==> src/rtl/table_access_arbiter_if.sv <==
// Lane request/response and table-port bundle for the table access arbiter.
// master = lanes plus table (the environment); slave = the arbiter itself.
interface table_access_arbiter_if #(
  parameter int lane_num = 2,
  parameter int pkt_w    = 33
);
  logic [lane_num-1:0]       lane_req_valid;
  logic [lane_num-1:0]       lane_req_ready;
  logic [lane_num*pkt_w-1:0] lane_req_pkt;
  logic                      table_ex_ready_i;
  logic                      table_ex_valid_i;
  logic [pkt_w-1:0]          table_ex_pkt_i;
  logic                      table_ex_valid_o;
  logic [pkt_w-1:0]          table_ex_pkt_o;
  logic                      table_ex_ready_o;
  logic [lane_num-1:0]       lane_rsp_valid;
  logic [lane_num-1:0]       lane_rsp_ready;
  logic [pkt_w-1:0]          lane_rsp_pkt;
  logic                      err_orphan;

  modport master (
    output lane_req_valid, lane_req_pkt, table_ex_ready_i,
    output table_ex_valid_o, table_ex_pkt_o, lane_rsp_ready,
    input  lane_req_ready, table_ex_valid_i, table_ex_pkt_i,
    input  table_ex_ready_o, lane_rsp_valid, lane_rsp_pkt, err_orphan
  );

  modport slave (
    input  lane_req_valid, lane_req_pkt, table_ex_ready_i,
    input  table_ex_valid_o, table_ex_pkt_o, lane_rsp_ready,
    output lane_req_ready, table_ex_valid_i, table_ex_pkt_i,
    output table_ex_ready_o, lane_rsp_valid, lane_rsp_pkt, err_orphan
  );
endinterface

==> src/rtl/table_access_arbiter.sv <==
// Round-robin share of one table port among lanes; in-order tag FIFO steers responses back. TABLE_ARB_STATS_EN adds counters.
// Zero-latency grant and response steering; issue stalls when table not ready or max_outstanding in flight.
module table_access_arbiter #(
  parameter int lane_num        = 2,
  parameter int info_length     = 20,
  parameter int order_id        = 3,
  parameter int register_num    = 32,
  parameter int rob_num         = 16,
  parameter int max_outstanding = 4
) (
  input  logic                 clk,
  input  logic                 rst,
  table_access_arbiter_if.slave bus
`ifdef TABLE_ARB_STATS_EN
  ,
  output logic [lane_num*16-1:0] grant_cnt,
  output logic [15:0]            stall_cnt
`endif
);
  localparam int register_width = $clog2(register_num);
  localparam int rob_width      = $clog2(rob_num);
  localparam int lane_width     = (lane_num > 1) ? $clog2(lane_num) : 1;
  localparam int pkt_w          = info_length + order_id + 1 + register_width + rob_width;
  localparam int ptr_w          = $clog2(max_outstanding);
  localparam int cnt_w          = ptr_w + 1;

  logic [lane_width-1:0] rr_ptr;
  logic [lane_width-1:0] tags [max_outstanding];
  logic [ptr_w-1:0]      wr_ptr;
  logic [ptr_w-1:0]      rd_ptr;
  logic [cnt_w-1:0]      count;
  logic                  err_q;

  logic                  can_issue;
  logic                  empty;
  logic [lane_width-1:0] head;
  logic                  pop;
  logic [lane_num-1:0]   grant;
  logic [lane_width-1:0] grant_idx;
  logic [lane_width-1:0] scan_idx;
  logic                  found;
  logic [pkt_w-1:0]      req_pkt [lane_num];

  // rst gates every handshake output so they drop the instant reset asserts.
  assign can_issue = rst && bus.table_ex_ready_i && (count < cnt_w'(max_outstanding));
  assign empty     = (count == '0);
  assign head      = tags[rd_ptr];

  always_comb begin
    for (int i = 0; i < lane_num; i++) begin
      req_pkt[i] = bus.lane_req_pkt[i*pkt_w +: pkt_w];
    end
  end

  always_comb begin
    grant     = '0;
    grant_idx = '0;
    found     = 1'b0;
    scan_idx  = '0;
    for (int i = 0; i < lane_num; i++) begin
      scan_idx = lane_width'((int'(rr_ptr) + i) % lane_num);
      if (can_issue && !found && bus.lane_req_valid[scan_idx]) begin
        grant[scan_idx] = 1'b1;
        grant_idx       = scan_idx;
        found           = 1'b1;
      end
    end
  end

  assign bus.lane_req_ready   = grant;
  assign bus.table_ex_valid_i = found;
  assign bus.table_ex_pkt_i   = found ? req_pkt[grant_idx] : '0;

  assign bus.lane_rsp_valid   = (rst && !empty && bus.table_ex_valid_o) ? (lane_num'(1) << head) : '0;
  assign bus.table_ex_ready_o = rst && !empty && bus.lane_rsp_ready[head];
  assign bus.lane_rsp_pkt     = bus.table_ex_pkt_o;
  assign bus.err_orphan       = err_q;
  assign pop                  = bus.table_ex_valid_o && bus.table_ex_ready_o;

  always_ff @(posedge clk) begin
    if (found) begin
      tags[wr_ptr] <= grant_idx;
    end
  end

  always_ff @(posedge clk or negedge rst) begin
    if (!rst) begin
      rr_ptr <= '0;
      wr_ptr <= '0;
      rd_ptr <= '0;
      count  <= '0;
      err_q  <= 1'b0;
    end else begin
      if (found) begin
        wr_ptr <= wr_ptr + 1'b1;
        rr_ptr <= (int'(grant_idx) == lane_num - 1) ? '0 : grant_idx + 1'b1;
      end
      if (pop) begin
        rd_ptr <= rd_ptr + 1'b1;
      end
      if (found && !pop) begin
        count <= count + 1'b1;
      end else if (!found && pop) begin
        count <= count - 1'b1;
      end
      // A response with nothing in flight means the table and arbiter lost sync.
      if (empty && bus.table_ex_valid_o) begin
        err_q <= 1'b1;
      end
    end
  end

`ifdef TABLE_ARB_STATS_EN
  always_ff @(posedge clk or negedge rst) begin
    if (!rst) begin
      grant_cnt <= '0;
      stall_cnt <= '0;
    end else begin
      for (int i = 0; i < lane_num; i++) begin
        if (grant[i] && grant_cnt[i*16 +: 16] != 16'hFFFF) begin
          grant_cnt[i*16 +: 16] <= grant_cnt[i*16 +: 16] + 16'd1;
        end
      end
      if (|bus.lane_req_valid && !can_issue && stall_cnt != 16'hFFFF) begin
        stall_cnt <= stall_cnt + 16'd1;
      end
    end
  end
`endif
endmodule

==> src/flat_wrapper.sv <==
// flat-port wrapper written by rule: the top's interface ports become plain ports
module table_access_arbiter_flat 
#(
  parameter int lane_num        = 2,
  parameter int info_length     = 20,
  parameter int order_id        = 3,
  parameter int register_num    = 32,
  parameter int rob_num         = 16,
  parameter int max_outstanding = 4
)
  (clk, rst, bus_lane_req_valid, bus_lane_req_pkt, bus_table_ex_ready_i, bus_table_ex_valid_o, bus_table_ex_pkt_o, bus_lane_rsp_ready, bus_lane_req_ready, bus_table_ex_valid_i, bus_table_ex_pkt_i, bus_table_ex_ready_o, bus_lane_rsp_valid, bus_lane_rsp_pkt, bus_err_orphan);
  table_access_arbiter_if #(.lane_num(lane_num), .pkt_w((33))) bus_i ();
  input  logic clk;
  input  logic rst;
  input wire logic [$bits(bus_i.lane_req_valid)-1:0] bus_lane_req_valid;
  input wire logic [$bits(bus_i.lane_req_pkt)-1:0] bus_lane_req_pkt;
  input wire logic [$bits(bus_i.table_ex_ready_i)-1:0] bus_table_ex_ready_i;
  input wire logic [$bits(bus_i.table_ex_valid_o)-1:0] bus_table_ex_valid_o;
  input wire logic [$bits(bus_i.table_ex_pkt_o)-1:0] bus_table_ex_pkt_o;
  input wire logic [$bits(bus_i.lane_rsp_ready)-1:0] bus_lane_rsp_ready;
  output wire logic [$bits(bus_i.lane_req_ready)-1:0] bus_lane_req_ready;
  output wire logic [$bits(bus_i.table_ex_valid_i)-1:0] bus_table_ex_valid_i;
  output wire logic [$bits(bus_i.table_ex_pkt_i)-1:0] bus_table_ex_pkt_i;
  output wire logic [$bits(bus_i.table_ex_ready_o)-1:0] bus_table_ex_ready_o;
  output wire logic [$bits(bus_i.lane_rsp_valid)-1:0] bus_lane_rsp_valid;
  output wire logic [$bits(bus_i.lane_rsp_pkt)-1:0] bus_lane_rsp_pkt;
  output wire logic [$bits(bus_i.err_orphan)-1:0] bus_err_orphan;
  assign bus_i.lane_req_valid = bus_lane_req_valid;
  assign bus_i.lane_req_pkt = bus_lane_req_pkt;
  assign bus_i.table_ex_ready_i = bus_table_ex_ready_i;
  assign bus_i.table_ex_valid_o = bus_table_ex_valid_o;
  assign bus_i.table_ex_pkt_o = bus_table_ex_pkt_o;
  assign bus_i.lane_rsp_ready = bus_lane_rsp_ready;
  assign bus_lane_req_ready = bus_i.lane_req_ready;
  assign bus_table_ex_valid_i = bus_i.table_ex_valid_i;
  assign bus_table_ex_pkt_i = bus_i.table_ex_pkt_i;
  assign bus_table_ex_ready_o = bus_i.table_ex_ready_o;
  assign bus_lane_rsp_valid = bus_i.lane_rsp_valid;
  assign bus_lane_rsp_pkt = bus_i.lane_rsp_pkt;
  assign bus_err_orphan = bus_i.err_orphan;
  table_access_arbiter #(.lane_num(lane_num), .info_length(info_length), .order_id(order_id), .register_num(register_num), .rob_num(rob_num), .max_outstanding(max_outstanding)) u_core (.clk(clk), .rst(rst), .bus(bus_i));
endmodule
==> config.mk <==
export PLATFORM = sky130hd
export DESIGN_NAME = table_access_arbiter_flat
export DESIGN_NICKNAME = d
export VERILOG_FILES = /design/src/rtl/table_access_arbiter_if.sv /design/src/rtl/table_access_arbiter.sv /design/src/flat_wrapper.sv
export SDC_FILE = /design/constraint.sdc
export NUM_CORES = 1
export LEC_CHECK = 0
export CAP_MARGIN = 30
export CORE_MARGIN = 1.5
export CORE_UTILIZATION = 27
export CTS_BUF_LIST = sky130_fd_sc_hd__clkbuf_2 sky130_fd_sc_hd__clkbuf_4 sky130_fd_sc_hd__clkbuf_8
export CTS_CLUSTER_SIZE = 25
export DETAILED_ROUTE_END_ITERATION = 16
export HOLD_SLACK_MARGIN = 0.15
export PLACE_DENSITY = 0.89
export SYNTH_ARGS = -nofsm -noshare
export SYNTH_HDL_FRONTEND = slang
export SYNTH_SLANG_ARGS = --single-unit
==> constraint.sdc <==
create_clock -name clk -period 3 [get_ports clk]
set_clock_uncertainty 0.2 [all_clocks]
set_input_delay 0.6 -clock clk [delete_from_list [all_inputs] [get_ports clk]]
set_output_delay 0.6 -clock clk [all_outputs]
set_load 0.01 [all_outputs]
[After elaboration in Yosys (flattened, before gate mapping)]
Memory sizes are Yosys's and may differ from the RTL's.
Cells that the tools add are included.
Cells by class
  add/sub/neg operators: 6
  magnitude comparators: 7
  shifts and indexed selects: 1
  muxes and demuxes: 26
  bitwise gates (word level): 2
  reduce and logical (&&, ||, !) cells: 20
Operator list (count)
  33-bit 2-to-1 mux: 4
  1-bit 2-to-1 mux: 15
  1-bit logical AND: 14
  1-bit by 2-bit less-than comparator with 1-bit output, second input constant: 3
  2-bit 2-to-1 mux: 3
  3-bit 2-to-1 mux: 2
  2-bit by 1-bit adder with 2-bit output, second input constant: 2
  1-bit zero test: 4
  3-bit by 1-bit adder with 3-bit output, second input constant: 1
  3-bit zero test: 1
  3-bit less-than comparator, second input constant: 1
  3-bit by 1-bit subtractor with 3-bit output, second input constant: 1
  1-bit adder, second input constant: 2
  1-bit demux with 1-bit select: 2
  1-bit greater-or-equal comparator, second input constant: 2
  2-bit greater-or-equal comparator, second input constant: 1
  1-bit inverter with 2-bit output: 1
  2-bit OR: 1
  2-bit nonzero test: 1
  1-bit by 1-bit left shift with 2-bit output, first input constant: 1
Word-level totals
  register bits: 9
  RAM bits: 4
  input bits: 107
  memories kept: 1
Memories
  u_core.tags: depth 4, bits a word 1, read ports 1, clocked after Yosys merged registers in 0, write ports 1, RTL line table_access_arbiter.sv:28  | logic [lane_width-1:0] tags [max_outstanding];

[Depth between registers and ports, before layout]
Gate-level depths: netlist (run 1).
  depth after elaboration: 13
  depth in mapped cells: 10
  mapped depth without buffers: 10

[Least setup slack after synthesis (run 1)]
Ideal clock, no wire load.
  path type: input port to flip-flop
  start point: in bus_table_ex_ready_i
  end point: reg u_core.count[1]
  library setup time: 125 ps
  arrival time: 2140 ps
  setup slack: 535 ps
  cell stages on the path: 8
  buffers on the path: 1
  cells stage by stage: and3b_1 -> buf_4 -> o21ai_2 -> inv_1 -> ha_1 -> inv_1 -> fa_1 -> mux2_2
On the way
  word-level cells in the longest chain between the ends: 11
  elaborated cells between the ends (all ways): 13
Ends and longest elaborated chain
  start, declared: RTL line flat_wrapper.sv:17  | input wire logic [$bits(bus_i.table_ex_ready_i)-1:0] bus_table_ex_ready_i;
  1-bit logical AND (*) (2 in a row): RTL line table_access_arbiter.sv:45  | assign can_issue = rst && bus.table_ex_ready_i && (count < cnt_w'(max_outstanding));
  1-bit logical AND: RTL line table_access_arbiter.sv:62  | if (can_issue && !found && bus.lane_req_valid[scan_idx]) begin
  1-bit 2-to-1 mux: RTL line table_access_arbiter.sv:62
  1-bit zero test: RTL line table_access_arbiter.sv:62
  1-bit logical AND (2 in a row): RTL line table_access_arbiter.sv:62
  1-bit 2-to-1 mux (*): RTL line table_access_arbiter.sv:62
  via bus_table_ex_valid_i: RTL line flat_wrapper.sv:22  | output wire logic [$bits(bus_i.table_ex_valid_i)-1:0] bus_table_ex_valid_i;
  1-bit zero test: RTL line table_access_arbiter.sv:103  | end else if (!found && pop) begin
  1-bit logical AND: RTL line table_access_arbiter.sv:103
  2-bit nonzero test (no line)
  end signal, assigned: RTL line table_access_arbiter.sv:102  | count <= count + 1'b1;
  end signal, assigned: RTL line table_access_arbiter.sv:104  | count <= count - 1'b1;
  end, declared: RTL line table_access_arbiter.sv:31  | logic [cnt_w-1:0] count;
The timed path passes the listed nets; every way through them passes the cells marked *.
A chain may end at the register's enable or synchronous reset.

[Worst setup path in the final report (run 1)]
  start point: in rst
  end point: out bus_lane_req_ready[1]
On the way
  word-level cells in the longest chain between the ends: 8
  elaborated cells between the ends (all ways): 10
Ends and longest elaborated chain
  start, declared: RTL line flat_wrapper.sv:14  | input logic rst;
  1-bit logical AND (*) (2 in a row): RTL line table_access_arbiter.sv:45
  1-bit logical AND: RTL line table_access_arbiter.sv:62
  1-bit 2-to-1 mux: RTL line table_access_arbiter.sv:62
  1-bit zero test: RTL line table_access_arbiter.sv:62
  1-bit logical AND (2 in a row): RTL line table_access_arbiter.sv:62
  2-bit 2-to-1 mux (*): RTL line table_access_arbiter.sv:62
  end, declared: RTL line flat_wrapper.sv:21  | output wire logic [$bits(bus_i.lane_req_ready)-1:0] bus_lane_req_ready;
Every way passes the cells marked *; elsewhere a longest branch is shown, timed or not.

==> impl_results.md, run 1 <==
* Routed wire length at between 4000 and 5000 microns
* Average size of a mapped cell at between 7 and 8 sq um
* Clock buffer depth at 2
* Fin nets at 410
* Slew HR at 0.770
* Hold Vio Cnt, Final at 0
* RePlAce Congestion at a little over 0.7
* Power per cell area at about 420 nW/um^2
* Share of the synthesized area in the top cell type at 0.188
* Largest net degree at the start of global routing at 26
* Syn Inst Count at about 210
* H-tree depth at 1
* Fill count at between 500 and 600
* IO buf count at ~110
* Synth warn at 0
* CTS tree: built
* Antenna violations before repair at 0
* Synth cell types at 31
* Hold slack at around 0.25 ns
* Grt total ovfl at 0
* Synthesized area at 1480 sq um
* CP Max Fanout at 15
* Final Cycle Share at 1.01
* GRT Overall Usage at 0.158
* DIE HEIGHT at around 77 microns
* Register bit total from synthesis at 13
* Final worst setup slack at -0.0253 ns
* Clk_lat worst skew at around 0.24 ns
* # rows at 26
* Share of post-route cells with drive strength above 1 at 0.216
* Slowest CP cell: clkdlybuf4s50_1
* FFs w/ async S/R, synth at 0.692
* RSZ-0062 raised after global routing: yes
* Routed len/inst at 13.2 microns
* Utilization after layout at 0.470
* Worst Max-Slew Pin Slew at approximately 0.34 ns
* Total CTS buffers at 3
* Die X at a little under 80 microns
* Synth area leaders: buf_4 (19%), nand2_1 (17%), dfrtp_1 (15%), a21oi_1 (12%), edfxtp_1 (8.1%)
* Die ar. at between 5000 and 6000 sq um
* Placed insts at approximately 360
* Number of remaining DRC errors at 0
* Clock sink count at 13
* Post-Route Setup TNS at -0.0253 ns
* CP cell instances: clkdlybuf4s50_1, and3b_2, nand3_4, buf_6, inv_1, clkdlybuf4s50_1
* Non-filler cells in the finished layout at 366
* Max Cap Viol at 0
* First-pass detailed-route iteration total at 4
* Worst Path Required at roughly 2.2 ns
* Leak pwr at approximately 1.1 nW
* Startpoint Class: input pin
* Synth area leader: buf_4
* Tightest Hold Check Type: register to register
* Fmax at between 300 and 400 MHz
* Seq/Total Area, Yosys at 0.233
* Post-DP HPWL at roughly 3800 microns
* Post-Place Setup Slack at -0.300 ns
* I/O pin count at 180
* 1st-iter DRT viols at 63
* Nature of the critical path endpoint: output port
* EDFF count, synth at 4
* Core footprint at ~5200 sq um
* P&R area growth vs syn at 65.3%
* Clk Tree Root Cell: clkbuf_8
* Post-synth top flop: dfrtp_1
* Number of vias per cell at between 4 and 5
* Clock-pin slew on the worst setup and hold paths at about 0.050 ns
* Max-slew violations at 0
* Remaining antenna violation count at 0
* N_diodes at 0
* Peak per-stage delay on the critical path at about 0.52 ns
* Vias in the first global route at around 1600
* Clock period minus worst slack at around 3 ns
* Final setup violation count at 1
* Critical setup path kind: input pin to output port
* Crit path DAT at 2.23 ns
* First-pass GRT wire length at 7620 microns
* Violated checks: negative setup slack
* Hold_buf cts at 0
* Syn Nets at 318
* Status: finished, violations left
* Via count at roughly 1600
* Most used cell along the critical path: clkdlybuf4s50_1
* Starting Density at 0.284
* Worst vdd ir at 239 uV
==> registers in the layout, indices dropped and copies added, names as in the netlist <==
signal                 count
u_core.tags                4
u_core.count               3
u_core.rd_ptr              2
u_core.wr_ptr              2
u_core.bus.err_orphan      1
u_core.rr_ptr              1
==> cells in the final DEF (no fill, tap or decap), drive strengths merged, types with 2 or more instances in the layout <==
master and instances:
clkdlybuf4s50 78, buf 18, a21oi 35, edfxtp 4, nor2 3, xor2 3
dfrtp 9, dlygate4sd2 2, and2 4, mux2i 6, nor3b 2, o21ai 3
clkbuf 35, xnor2 2, ha 5, inv 7, nand2 68
==> synth_stat cells (all sizes together) (2+ instances only) <==
cell type	number
a21oi	35
and2	4
nand2	68
buf	43
inv	7
mux2i	6
nor3b	2
edfxtp	4
o21ai	3
dfrtp	9
ha	5
nor2	3
xor2	3
xnor2	2
==> what timing repair did <==
action,in CTS,in global routing
resized for setup,37,71
setup endpoints to repair,37,38
pin swaps,1,1
setup buffers,0,4
==> cell type report <==
| type | instances | area (sq um) | area share |
|---|---|---|---|
| clock buffers | 4 | 48.8 | 0.0199 |
| inverters | 7 | 28.8 | 0.0118 |
| multi-input cells | 142 | 790 | 0.323 |
| flip-flops and latches | 13 | 345 | 0.141 |
| well taps | 70 | 87.6 | 0.0358 |
| repair buffers | 130 | 1150 | 0.469 |
==> metal layers <==
| layer | up-vias | global-route usage | wire, microns | share of wire |
|---|---|---|---|---|
| met3 | 12 | 0.0298 | 368 | 0.076 |
| met5 | - | 0 | 0 | 0 |
| met1 | 732 | 0.177 | 1910 | 0.40 |
| met4 | 0 | 0.0545 | 82 | 0.017 |
| met2 | 77 | 0.296 | 2460 | 0.51 |
| li1 | 812 | - | - | - |
==> cell families (layout without fill, tap and decap cells) <==
family / Yosys count / after routing / synth area share
flops: 13 / 13 / 0.233
fa+ha+maj: 6 / 6 / 0.0558
mux: 7 / 7 / 0.0507
compound gates: 41 / 41 / 0.145
simple gates: 83 / 83 / 0.245
buf+inv: 50 / 141 / 0.240
xor+xnor: 5 / 5 / 0.0296
==> power by group <==
group          switching [mW]  internal [mW]
registers              0.0633          0.249
clock network          0.0615          0.103
logic                   0.247          0.306
total                   0.371          0.658
==> critical path, delay by kind of cell <==
family        cells  cell delay [ns]
buf+inv           4             1.27
simple gates      2             0.35
==> final timing paths <==
path                                  startpoint                    end  slack [ns]  cells past startpoint
setup / recovery                             rst  bus_lane_req_ready[1]       -0.03                      6
hold / removal             u_core.bus.err_orphan  u_core.bus.err_orphan        0.25                      1
min in group asynchronous                    rst        u_core.count[2]        0.59                      3
setup reg to reg                u_core.rd_ptr[1]        u_core.count[1]        0.42                      8
max in group asynchronous                    rst       u_core.wr_ptr[0]        1.89                      3
hold reg to reg            u_core.bus.err_orphan  u_core.bus.err_orphan        0.25                      1
==> through the flow <==
stage | instance area, sq um | total power, mW
global route | 2450 | 1.11
detailed placement | 2510 | 0.891
finish | 2450 | 1.03
CTS | 2520 | 1.03
global placement | 2510 | 0.860
floorplan | 1480 | 0.647
(Power assumes the default switching activity.)
==> run 2, diff against run 1 <==
HOLD_SLACK_MARGIN = not set   (was 0.15)
==> results of run 2 <==
The final DEF is identical to that of run 1; final timing and power are the same.
